### src/rtl/regfile_scoreboard.sv
// regfile_scoreboard: 2R/1W register file with registered, write-first reads,
// optional hardwired-zero register 0 and a per-register busy scoreboard used
// by decode to detect read-after-write hazards on in-flight results.
module regfile_scoreboard #(
  parameter int unsigned WIDTH     = 16,
  parameter int unsigned ADDR_BITS = 2,
  parameter int unsigned ZERO_REG  = 0
) (
  input  logic                 Clock,
  input  logic                 ResetN,
  input  logic [ADDR_BITS-1:0] RS,
  input  logic [ADDR_BITS-1:0] RT,
  input  logic                 ReadEn,
  input  logic [ADDR_BITS-1:0] RD,
  input  logic [WIDTH-1:0]     WriteData,
  input  logic                 RegWrite,
  input  logic                 ReserveEn,
  input  logic [ADDR_BITS-1:0] ReserveAddr,
  output logic [WIDTH-1:0]     ReadRS,
  output logic [WIDTH-1:0]     ReadRT,
  output logic                 BusyRS,
  output logic                 BusyRT,
  output logic                 ReadValid,
  output logic [ADDR_BITS:0]   BusyCount
);

  localparam int unsigned DEPTH = 2 ** ADDR_BITS;
  localparam int unsigned CNT_W = ADDR_BITS + 1;

  logic [WIDTH-1:0] regs_q [DEPTH];
  logic [WIDTH-1:0] regs_d [DEPTH];
  logic [DEPTH-1:0] busy_q;
  logic [DEPTH-1:0] busy_d;

  logic [WIDTH-1:0] read_rs_q, read_rt_q;
  logic             busy_rs_q, busy_rt_q;
  logic             read_valid_q;
  logic [CNT_W-1:0] busy_count_q;
  logic [CNT_W-1:0] busy_count_d;

  // Next-state register contents and busy bits; reserve beats a same-cycle write.
  always_comb begin
    for (int a = 0; a < int'(DEPTH); a++) begin
      regs_d[a] = regs_q[a];
      busy_d[a] = busy_q[a];
      if (RegWrite && (RD == ADDR_BITS'(a))) begin
        regs_d[a] = WriteData;
        busy_d[a] = 1'b0;
      end
      if (ReserveEn && (ReserveAddr == ADDR_BITS'(a))) begin
        busy_d[a] = 1'b1;
      end
    end
    if (ZERO_REG != 0) begin
      regs_d[0] = '0;
      busy_d[0] = 1'b0;
    end
  end

  // Population count of the next busy vector.
  always_comb begin
    busy_count_d = '0;
    for (int a = 0; a < int'(DEPTH); a++) begin
      busy_count_d = busy_count_d + CNT_W'(busy_d[a]);
    end
  end

  // State and registered read ports; reads see next-state values (bypass).
  always_ff @(posedge Clock) begin
    if (!ResetN) begin
      for (int a = 0; a < int'(DEPTH); a++) begin
        regs_q[a] <= '0;
      end
      busy_q       <= '0;
      read_rs_q    <= '0;
      read_rt_q    <= '0;
      busy_rs_q    <= 1'b0;
      busy_rt_q    <= 1'b0;
      read_valid_q <= 1'b0;
      busy_count_q <= '0;
    end else begin
      for (int a = 0; a < int'(DEPTH); a++) begin
        regs_q[a] <= regs_d[a];
      end
      busy_q       <= busy_d;
      busy_count_q <= busy_count_d;
      read_valid_q <= ReadEn;
      if (ReadEn) begin
        read_rs_q <= regs_d[RS];
        read_rt_q <= regs_d[RT];
        busy_rs_q <= busy_d[RS];
        busy_rt_q <= busy_d[RT];
      end
    end
  end

  assign ReadRS    = read_rs_q;
  assign ReadRT    = read_rt_q;
  assign BusyRS    = busy_rs_q;
  assign BusyRT    = busy_rt_q;
  assign ReadValid = read_valid_q;
  assign BusyCount = busy_count_q;

endmodule

### config.mk
export PLATFORM = sky130hd
export DESIGN_NAME = regfile_scoreboard
export DESIGN_NICKNAME = d
export VERILOG_FILES = /design/src/rtl/regfile_scoreboard.sv
export SDC_FILE = /design/constraint.sdc
export NUM_CORES = 1
export LEC_CHECK = 0
export CAP_MARGIN = 5
export CORE_MARGIN = 2
export CORE_UTILIZATION = 35
export DETAILED_ROUTE_END_ITERATION = 8
export HOLD_SLACK_MARGIN = 0.05
export PLACE_DENSITY = 0.61
export SLEW_MARGIN = 40
export SYNTH_ARGS = -nofsm -noshare
export SYNTH_HDL_FRONTEND = slang
export SYNTH_SLANG_ARGS = --single-unit
### constraint.sdc
create_clock -name Clock -period 5.6 [get_ports Clock]
set_input_delay 0.56 -clock Clock [delete_from_list [all_inputs] [get_ports Clock]]
set_output_delay 0.56 -clock Clock [all_outputs]
set_load 0.005 [all_outputs]
==> impl_metrics.json, run 1 <==
{
  "antenna_found_initial": 0,
  "peakVddDrop_v": 0.000170,
  "clockBufferDepth": 2,
  "critPathLaunchType": "primary input",
  "min_period_ns": 3.30,
  "grt_pass1_wl_mm": 23.3,
  "layout.cells.non_filler": 786,
  "row_count": 44,
  "synthDistinctLibCells": 40,
  "arrival_ns": 3.54,
  "cts_sinks": 106,
  "cts_inserted_buffers": 9,
  "start_util_pct": 36.0,
  "wl_met2_mm": 7.00,
  "hold_end": "regs_q[0][15]$_SDFF_PN0_",
  "setup_ws_ns": 2.30,
  "synth_warnings": 0,
  "hp-class": "reg2reg",
  "final_common_cell": "dfxtp_1",
  "worst_pin_slew_ns": 0.867,
  "detail-route-antenna-nets": 0,
  "regToRegSetupSlack_ns": 3.82,
  "cts_resized": 0,
  "clock-skew-final_ns": 0.00563,
  "post-place-ws_ns": 1.91,
  "ctsHoldBuffers": 0,
  "dr.pass1.iters": 5,
  "synth-seq-cells": 106,
  "hold_depth": 2,
  "final_core_util_pct": 43.3,
  "max_freq_mhz": 303,
  "postSynthCellCount": 564,
  "path_class": "in2reg",
  "fin_area_um2": 6310,
  "finalPower_mw": 1.78,
  "routed_via_density": 5.59,
  "rr_endpoint": "BusyCount[1]$_SDFF_PN0_",
  "drt_iter0_drc": 326,
  "mostFrequentLayoutCells": "106 x dfxtp_1, 66 x nand2_1, 63 x clkdlybuf4s50_1",
  "dieHeight_um": 127,
  "hold_start": "regs_q[0][15]$_SDFF_PN0_",
  "vias": 4396,
  "highest_layer": "met4",
  "nets": 629,
  "relSlewSlack_pct": 42.1,
  "p_leak_nw": 2.45,
  "drt_wl_total_mm": 14.5,
  "clk_latency_ns": 0.35,
  "grt_pass1_vias": 4400,
  "wl_per_cell_um": 18.4,
  "drc": 0,
  "cts_tree": "built",
  "grt_usage_pct": 18.2,
  "syn-cell-area_um2": 5260,
  "fin_hold_ws_ns": 0.483,
  "drive_gt1_share_pct": 16.4,
  "placed_area_um2": 5980,
  "port_buffers": 66,
  "m1WireLength_mm": 6.60,
  "overflow": 0,
  "timing.rr.start": "busy_q[3]$_SDFF_PN0_",
  "core_um2": 14600,
  "wl_met3_um": 600,
  "cts.htree.levels": 3,
  "synth_seq_area_share_pct": 40.4,
  "die_width_um": 127,
  "syn_nets": 596,
  "max_cap_viol_count": 0,
  "routabilityCongestion": 0.779,
  "cp.required_ns": 5.85,
  "cp_max_fo": 17,
  "slew_violations": 0,
  "avgSynthCellArea_um2": 9.32,
  "ff2ff_path_depth": 6,
  "cts_root_buf": "clkbuf_16",
  "antenna_cells": 0,
  "hold_viol": 0,
  "crit_start": "RD[1]",
  "critPathCaptureType": "flip-flop",
  "grt_start_max_net_pins": 58,
  "fin_crit_sh_pct": 58.9,
  "place_inst": 770,
  "power_density_nw_per_um2": 282,
  "n_fill_cell": 1377,
  "rsz0062_at_grt": "false",
  "post-cts-setup-buffers": 0,
  "setup_tns_ns": 0,
  "hpwl_mm": 8.73,
  "finalSetupViolations": 0,
  "io_pins": 67,
  "path_clk_slew_ns": 0.07,
  "design.die.area_um2": 16000,
  "status": "complete, no violations",
  "syn_to_final_growth_pct": 20.0
}
## registers in the layout (all words and copies together) (netlist names)
name,cells
regs_q,64
ReadRS,16
ReadRT,16
busy_q,4
BusyCount,3
BusyRS,1
BusyRT,1
ReadValid,1
## cell families (layout without fill, tap and decap cells)
kind of cell / Yosys count / count (layout) / synth area share [%]
buf+inv: 53 / 91 / 4.62
xor+xnor: 2 / 2 / 0.476
simple gates: 170 / 170 / 17.9
fa+ha+maj: 3 / 3 / 0.857
flops: 106 / 106 / 40.4
mux: 64 / 64 / 12.9
compound gates: 166 / 166 / 22.8
## Yosys cell counts
cell       number  area, um^2
clkbuf_1       30         113
buf_4           4        30.0
nand3_1         3        15.0
nor3_1          2        10.0
nor3b_1         1        7.51
buf_2          15        75.1
mux2_2         32         360
nand3_2         1        10.0
a31o_2         31         272
xnor2_2         1        16.3
and4b_1         2        20.0
a2bb2oi_1       1        8.76
nand2b_1        5        31.3
mux2i_1        32         320
a21boi_0       32         240
clkbuf_2        2        10.0
o22ai_1         2        12.5
nor4_1          2        12.5
and2b_1         1        7.51
a221o_1         1        10.0
ha_1            2        25.0
dfxtp_1       106        2120
nor2b_1         3        18.8
o21ai_0        34         170
fa_1            1        20.0
a211oi_1       62         465
or3b_1          1        8.76
nor2_2          2        12.5
a311oi_1        1        8.76
buf_6           1        11.3
a21oi_1         1        5.00
nand3b_1        5        37.5
xnor2_1         1        8.76
nand3b_4        1        20.0
inv_1           1        3.75
nand2_1        66         248
and2_1         43         269
and3_1         31         194
nor3b_4         1        18.8
a21o_1          1        7.51
## area by class of cell
type	instances	area (um^2)	share of cell area, %
sequential	106	2120	33.6
timing repair buffer	74	713	11.3
multi-input combinational	405	2910	46.1
clock buffer	12	256	4.07
tap	184	230	3.65
inverter	1	3.75	0.0595
clock inverter	4	73.8	1.17
## critical path, stage by stage
cell and delay, ns:
clkdlybuf4s50_1 0.78, nand3_2 0.57, and2_1 0.40, nand2b_1 0.18
fa_1 0.46, ha_1 0.19, ha_1 0.26, and2_1 0.15
## where the power goes
group,internal (mW),switching [mW],total (mW)
clock network,0.417,0.288,0.704
logic,0.127,0.141,0.268
registers,0.790,0.0168,0.807
total,1.33,0.445,1.78
## worst max path at each step
stage | endpoint | slack (ns) | cells after the start
floorplan | BusyCount[1]$_SDFF_PN0_ | 2.99 | 8
global placement | BusyCount[1]$_SDFF_PN0_ | 2.06 | 8
detailed placement | BusyCount[1]$_SDFF_PN0_ | 1.91 | 8
CTS | BusyCount[1]$_SDFF_PN0_ | 2.27 | 8
global route | BusyCount[1]$_SDFF_PN0_ | 2.17 | 8
finish | BusyCount[1]$_SDFF_PN0_ | 2.30 | 8
## metal layers
layer  global-route usage (%)  vias up
li1                         -     2119
met1                     23.3     2139
met2                     30.0      116
met3                     3.88       22
met4                     6.92        0
met5                        0        -
No activity file was read; power rests on OpenSTA's default activity.
==> run 2: changes to the inputs <==
==> constraint.sdc (replaced) <==
create_clock -name Clock -period 3.36 [get_ports Clock]
set_input_delay 0.336 -clock Clock [delete_from_list [all_inputs] [get_ports Clock]]
set_output_delay 0.336 -clock Clock [all_outputs]
set_load 0.005 [all_outputs]
==> run 2 against run 1 <==
  * Combinational power grew 69%
  * Die area is the same
  * Global-route usage grew 0.12 points
  * Sequential cell count is the same
  * Sequential power grew 67%
  * First-iteration DRC count shrank 2.1%
  * Cell area grew 0.59%
  * Final cell count grew 1.3%
  * Total power grew 62%
  * Sequential share of layout area shrank 0.20 points
  * Via count grew 1.3%
  * Setup slack lost 1.5 ns
  * Critical path type unchanged
==> impl_metrics.json, run 2 (same netlist as run 1, synthesis figures left out) <==
{
  "critPathCaptureType": "flip-flop",
  "row_count": 44,
  "cts_root_buf": "clkbuf_16",
  "cp_max_fo": 8,
  "clk_latency_ns": 0.35,
  "min_period_ns": 2.56,
  "drt_iter0_drc": 319,
  "slew_violations": 0,
  "die_width_um": 127,
  "multi_input_area_um2": 2900,
  "place_inst": 780,
  "n_fill_cell": 1351,
  "power.share.clock_pct": 37.6,
  "max_freq_mhz": 391,
  "rsz0062_at_grt": "false",
  "top_usage_layer": "met2",
  "mostFrequentLayoutCells": "106 x dfxtp_1, 66 x nand2_1, 63 x clkdlybuf4s50_1",
  "clock-skew-final_ns": 0.00698,
  "cpMostUsedCell": "ha_1",
  "core_um2": 14600,
  "antenna_cells": 0,
  "critPathTopFamily": "adder cells",
  "regArea_um2": 2120,
  "status": "complete, no violations",
  "arrival_ns": 2.80,
  "port_buffers": 66,
  "grt_usage_pct": 18.3,
  "grt_pass1_vias": 4432,
  "cts_resized": 0,
  "path_clk_slew_ns": 0.07,
  "swShare_pct": 26.5,
  "start_util_pct": 36.0,
  "critPathLaunchType": "primary input",
  "drt_wl_total_mm": 14.5,
  "crit_start": "RD[1]",
  "grt_start_max_net_pins": 107,
  "p_int_mw": 2.12,
  "detail-route-antenna-nets": 0,
  "routed_via_density": 5.59,
  "use_met3_pct": 3.21,
  "p_leak_nw": 2.47,
  "post-cts-setup-buffers": 0,
  "relSlewSlack_pct": 60.5,
  "cp.required_ns": 3.61,
  "io_pins": 67,
  "syn_to_final_growth_pct": 20.8,
  "cp_cell_sequence": "clkdlybuf4s50_1 > or3b_1 > a21o_1 > fa_1 > ha_1 > ha_1 > and2_1",
  "cts_inserted_buffers": 9,
  "nets": 639,
  "max_cap_viol_count": 0,
  "slowest_stage": "clkdlybuf4s50_1",
  "timing.rr.start": "busy_q[3]$_SDFF_PN0_",
  "design.die.area_um2": 16000,
  "final_core_util_pct": 43.5,
  "final_common_cell": "dfxtp_1",
  "hold_viol": 0,
  "hold_start": "regs_q[2][2]$_SDFF_PN0_",
  "cts_tree": "built",
  "hpwl_mm": 8.79,
  "drc": 0,
  "hp-class": "reg2reg",
  "cp_num_buf_inv": 1,
  "grt_use_met2_pct": 29.7,
  "overflow": 0,
  "worst_pin_slew_ns": 0.592,
  "cts.htree.levels": 3,
  "finalSetupViolations": 0,
  "cts_sinks": 106,
  "peakVddDrop_v": 0.000253,
  "vias": 4452,
  "grt_pass1_wl_mm": 23.5,
  "power_frac_comb_pct": 15.7,
  "crit_path_max_incr_delay_ns": 0.66,
  "largest_register_ffs": 64,
  "path_class": "in2reg",
  "dr.pass1.iters": 4,
  "layout.cells.non_filler": 796,
  "dieHeight_um": 127,
  "antenna_found_initial": 0,
  "setup_tns_ns": 0,
  "clockBufferDepth": 2,
  "post-place-ws_ns": 0.423,
  "use_met1_pct": 24.5,
  "fin_crit_sh_pct": 76.1,
  "regMostFlops": "regs_q",
  "p_switching_mw": 0.764,
  "wl_per_cell_um": 18.3,
  "routabilityCongestion": 0.765,
  "power_frac_seq_pct": 46.7,
  "drive_gt1_share_pct": 17.0,
  "power_density_nw_per_um2": 454,
  "setup_ws_ns": 0.803,
  "ctsHoldBuffers": 0
}
run 2: final timing paths:
check	to	slack, ns	cells past startpoint
worst max-delay path	BusyCount[1]$_SDFF_PN0_	0.80	7
worst min-delay path	regs_q[2][2]$_SDFF_PN0_	0.49	2
worst max register to register	BusyCount[1]$_SDFF_PN0_	1.57	6
worst min register to register	regs_q[2][2]$_SDFF_PN0_	0.49	2
run 2: final cells by class:
class	count	area share (%)
clock buffer	11	3.67
clock inverter	5	0.986
inverter	1	0.0591
multi-input combinational	405	45.7
sequential	106	33.4
tap	184	3.63
timing repair buffer	84	12.5
run 2: worst min-delay path: cells and delay by family (launching register included):
family	cells	cell delay, ns
flops	1	0.32
compound gates	1	0.06
simple gates	1	0.05
run 2: metrics by stage:
stage / cell area (um^2) / total power [mW] / hold WS (ns)
final: 6350 / 2.88 / 0.486
after global placement: 6040 / 1.82 / 0.464
after floorplan: 5260 / 1.63 / 0.453
after detailed placement: 6050 / 1.83 / 0.477
after global routing: 6350 / 3.00 / 0.510
after CTS: 6350 / 2.90 / 0.486
run 2: per-layer routing:
metal | wire, um | part of all wire [%]
met5 | 0 | 0
met4 | 265 | 1.8
met3 | 804 | 5.5
met2 | 6710 | 46
met1 | 6760 | 46
run 2: power by group through the flow:
stage / sequential (mW) / combinational (mW) / clock (mW)
2_1_floorplan: 1.37 / 0.253 / 0
3_3_place_gp: 1.37 / 0.444 / 0
3_5_place_dp: 1.38 / 0.453 / 0
4_1_cts: 1.35 / 0.455 / 1.10
5_1_grt: 1.36 / 0.494 / 1.15
6_report: 1.35 / 0.453 / 1.08
==> run 3: changes to the inputs <==
==> constraint.sdc (replaced) <==
create_clock -name Clock -period 2.5 [get_ports Clock]
set_input_delay 0.25 -clock Clock [delete_from_list [all_inputs] [get_ports Clock]]
set_output_delay 0.25 -clock Clock [all_outputs]
set_load 0.005 [all_outputs]
==> run 3 against run 2 <==
  * Total power up 36%
  * Sequential power grew 34%
  * Hold slack got worse by 0.060 ns
  * Sequential share of layout area decreased by 0.65 points
  * Die area unchanged
  * Register-to-register slack got worse by 0.88 ns
  * Critical path depth is the same
  * Combinational power is 39% higher
  * Critical endpoint unchanged
  * Global-route usage is 0.34 points higher
==> impl_metrics.json, run 3 (same netlist as run 1, synthesis figures left out) <==
{
  "status": "complete, no violations",
  "fin_hold_ws_ns": 0.426,
  "core_um2": 14600,
  "ff2ff_path_depth": 6,
  "row_count": 44,
  "critPathLaunchType": "primary input",
  "drive_gt1_share_pct": 18.6,
  "max_cap_viol_count": 0,
  "setup_ws_ns": 0.286,
  "grt_pass1_wl_mm": 23.9,
  "design.die.area_um2": 16000,
  "arrival_ns": 2.46,
  "path_class": "in2reg",
  "cp.depth": 7,
  "cts_root_buf": "clkbuf_16",
  "clock-skew-final_ns": 0.00468,
  "power_density_nw_per_um2": 606,
  "nets": 649,
  "relSlewSlack_pct": 50.4,
  "grt_usage_pct": 18.6,
  "hp-class": "in2reg",
  "cp_max_fo": 4,
  "routabilityCongestion": 0.801,
  "syn_to_final_growth_pct": 23.1,
  "fin_crit_sh_pct": 88.6,
  "slew_violations": 0,
  "mostFrequentLayoutCells": "106 x dfxtp_1, 66 x nand2_1, 63 x clkdlybuf4s50_1",
  "timing.rr.start": "busy_q[3]$_SDFF_PN0_",
  "cp.required_ns": 2.74,
  "cp_num_buf_inv": 1,
  "swShare_pct": 25.7,
  "drc": 0,
  "peakVddDrop_v": 0.000318,
  "overflow": 0,
  "max_freq_mhz": 452,
  "power_frac_comb_pct": 16.0,
  "post-cts-setup-buffers": 0,
  "p_switching_mw": 1.01,
  "dieHeight_um": 127,
  "port_buffers": 66,
  "dr.pass1.iters": 5,
  "cts_inserted_buffers": 9,
  "largest_register_ffs": 64,
  "min_period_ns": 2.21,
  "cts_sinks": 106,
  "cpMostUsedCell": "ha_1",
  "p_leak_nw": 2.56,
  "endpoint": "BusyCount[1]$_SDFF_PN0_",
  "finalSetupViolations": 0,
  "post-place-ws_ns": -0.0932,
  "clk_latency_ns": 0.35,
  "wl_per_cell_um": 18.2,
  "critPathTopFamily": "adder cells",
  "hpwl_mm": 9.22,
  "drt_wl_total_mm": 14.6,
  "grt_start_max_net_pins": 48,
  "cts_resized": 0,
  "critPathCaptureType": "flip-flop",
  "cts_tree": "built",
  "cp_cell_sequence": "clkdlybuf4s50_1 > or3b_1 > a21o_1 > fa_1 > ha_1 > ha_1 > and2_1",
  "cts.htree.levels": 3,
  "antenna_found_initial": 0,
  "path_clk_slew_ns": 0.07,
  "worst_pin_slew_ns": 0.739,
  "drt_iter0_drc": 331,
  "power.share.clock_pct": 37.9,
  "crit_start": "RD[1]",
  "antenna_cells": 0,
  "regMostFlops": "regs_q",
  "rr_endpoint": "BusyCount[1]$_SDFF_PN0_",
  "crit_path_max_incr_delay_ns": 0.49,
  "p_int_mw": 2.92,
  "detail-route-antenna-nets": 0,
  "start_util_pct": 36.0,
  "ctsHoldBuffers": 0,
  "io_pins": 67,
  "power_frac_seq_pct": 46.1,
  "regToRegSetupSlack_ns": 0.69,
  "die_width_um": 127,
  "clockBufferDepth": 2,
  "vias": 4445,
  "rsz0062_at_grt": "false",
  "slowest_stage": "fa_1",
  "grt_pass1_vias": 4538,
  "final_common_cell": "dfxtp_1",
  "hold_viol": 0,
  "routed_via_density": 5.51
}
==> run 3: cell type report <==
class	instances	area (um^2)
clock buffers	11	253
fillers	1393	8120
flip-flops and latches	106	2120
multi-input cells	405	2900
well taps	184	230
clock inverters	5	61.3
inverters	1	3.75
repair buffers	94	906
==> run 3: how the worst min path moves through the flow <==
stage	endpoint	startpoint	slack, ns	cells after the start
2_1_floorplan	regs_q[0][0]$_SDFF_PN0_	WriteData[0]	0.39	2
3_3_place_gp	regs_q[0][4]$_SDFF_PN0_	regs_q[0][4]$_SDFF_PN0_	0.46	2
3_5_place_dp	regs_q[2][7]$_SDFF_PN0_	regs_q[2][7]$_SDFF_PN0_	0.48	2
4_1_cts	regs_q[2][11]$_SDFF_PN0_	ResetN	0.44	2
5_1_grt	regs_q[0][12]$_SDFF_PN0_	ResetN	0.47	2
6_report	regs_q[2][12]$_SDFF_PN0_	ResetN	0.43	2
==> run 3: power by group through the flow <==
stage / clock, mW / sequential [mW] / combinational (mW)
floorplan: 0 / 1.84 / 0.340
global placement: 0 / 1.85 / 0.613
detailed placement: 0 / 1.85 / 0.624
CTS: 1.52 / 1.81 / 0.628
global route: 1.59 / 1.82 / 0.686
finish: 1.49 / 1.81 / 0.629
==> run 3: routing by layer <==
metal | global-route usage (%) | vias up | wire (um)
li1 | - | 2156 | -
met1 | 24.2 | 2156 | 6810
met2 | 31.0 | 118 | 6900
met3 | 3.63 | 15 | 699
met4 | 6.40 | 0 | 238
met5 | 0 | - | 0
==> run 3: stage by stage <==
stage          total power, mW  TNS [ns]  cells  utilization (%)  cell area, um^2
2_1_floorplan             2.18         0    564                -             5260
3_3_place_gp              2.46   -0.0449    790             42.2             6150
3_5_place_dp              2.47   -0.0932    790             42.2             6150
4_1_cts                   3.95         0    806             44.3             6470
5_1_grt                   4.10         0    806             44.4             6470
6_report                  3.93         0    806             44.4             6470
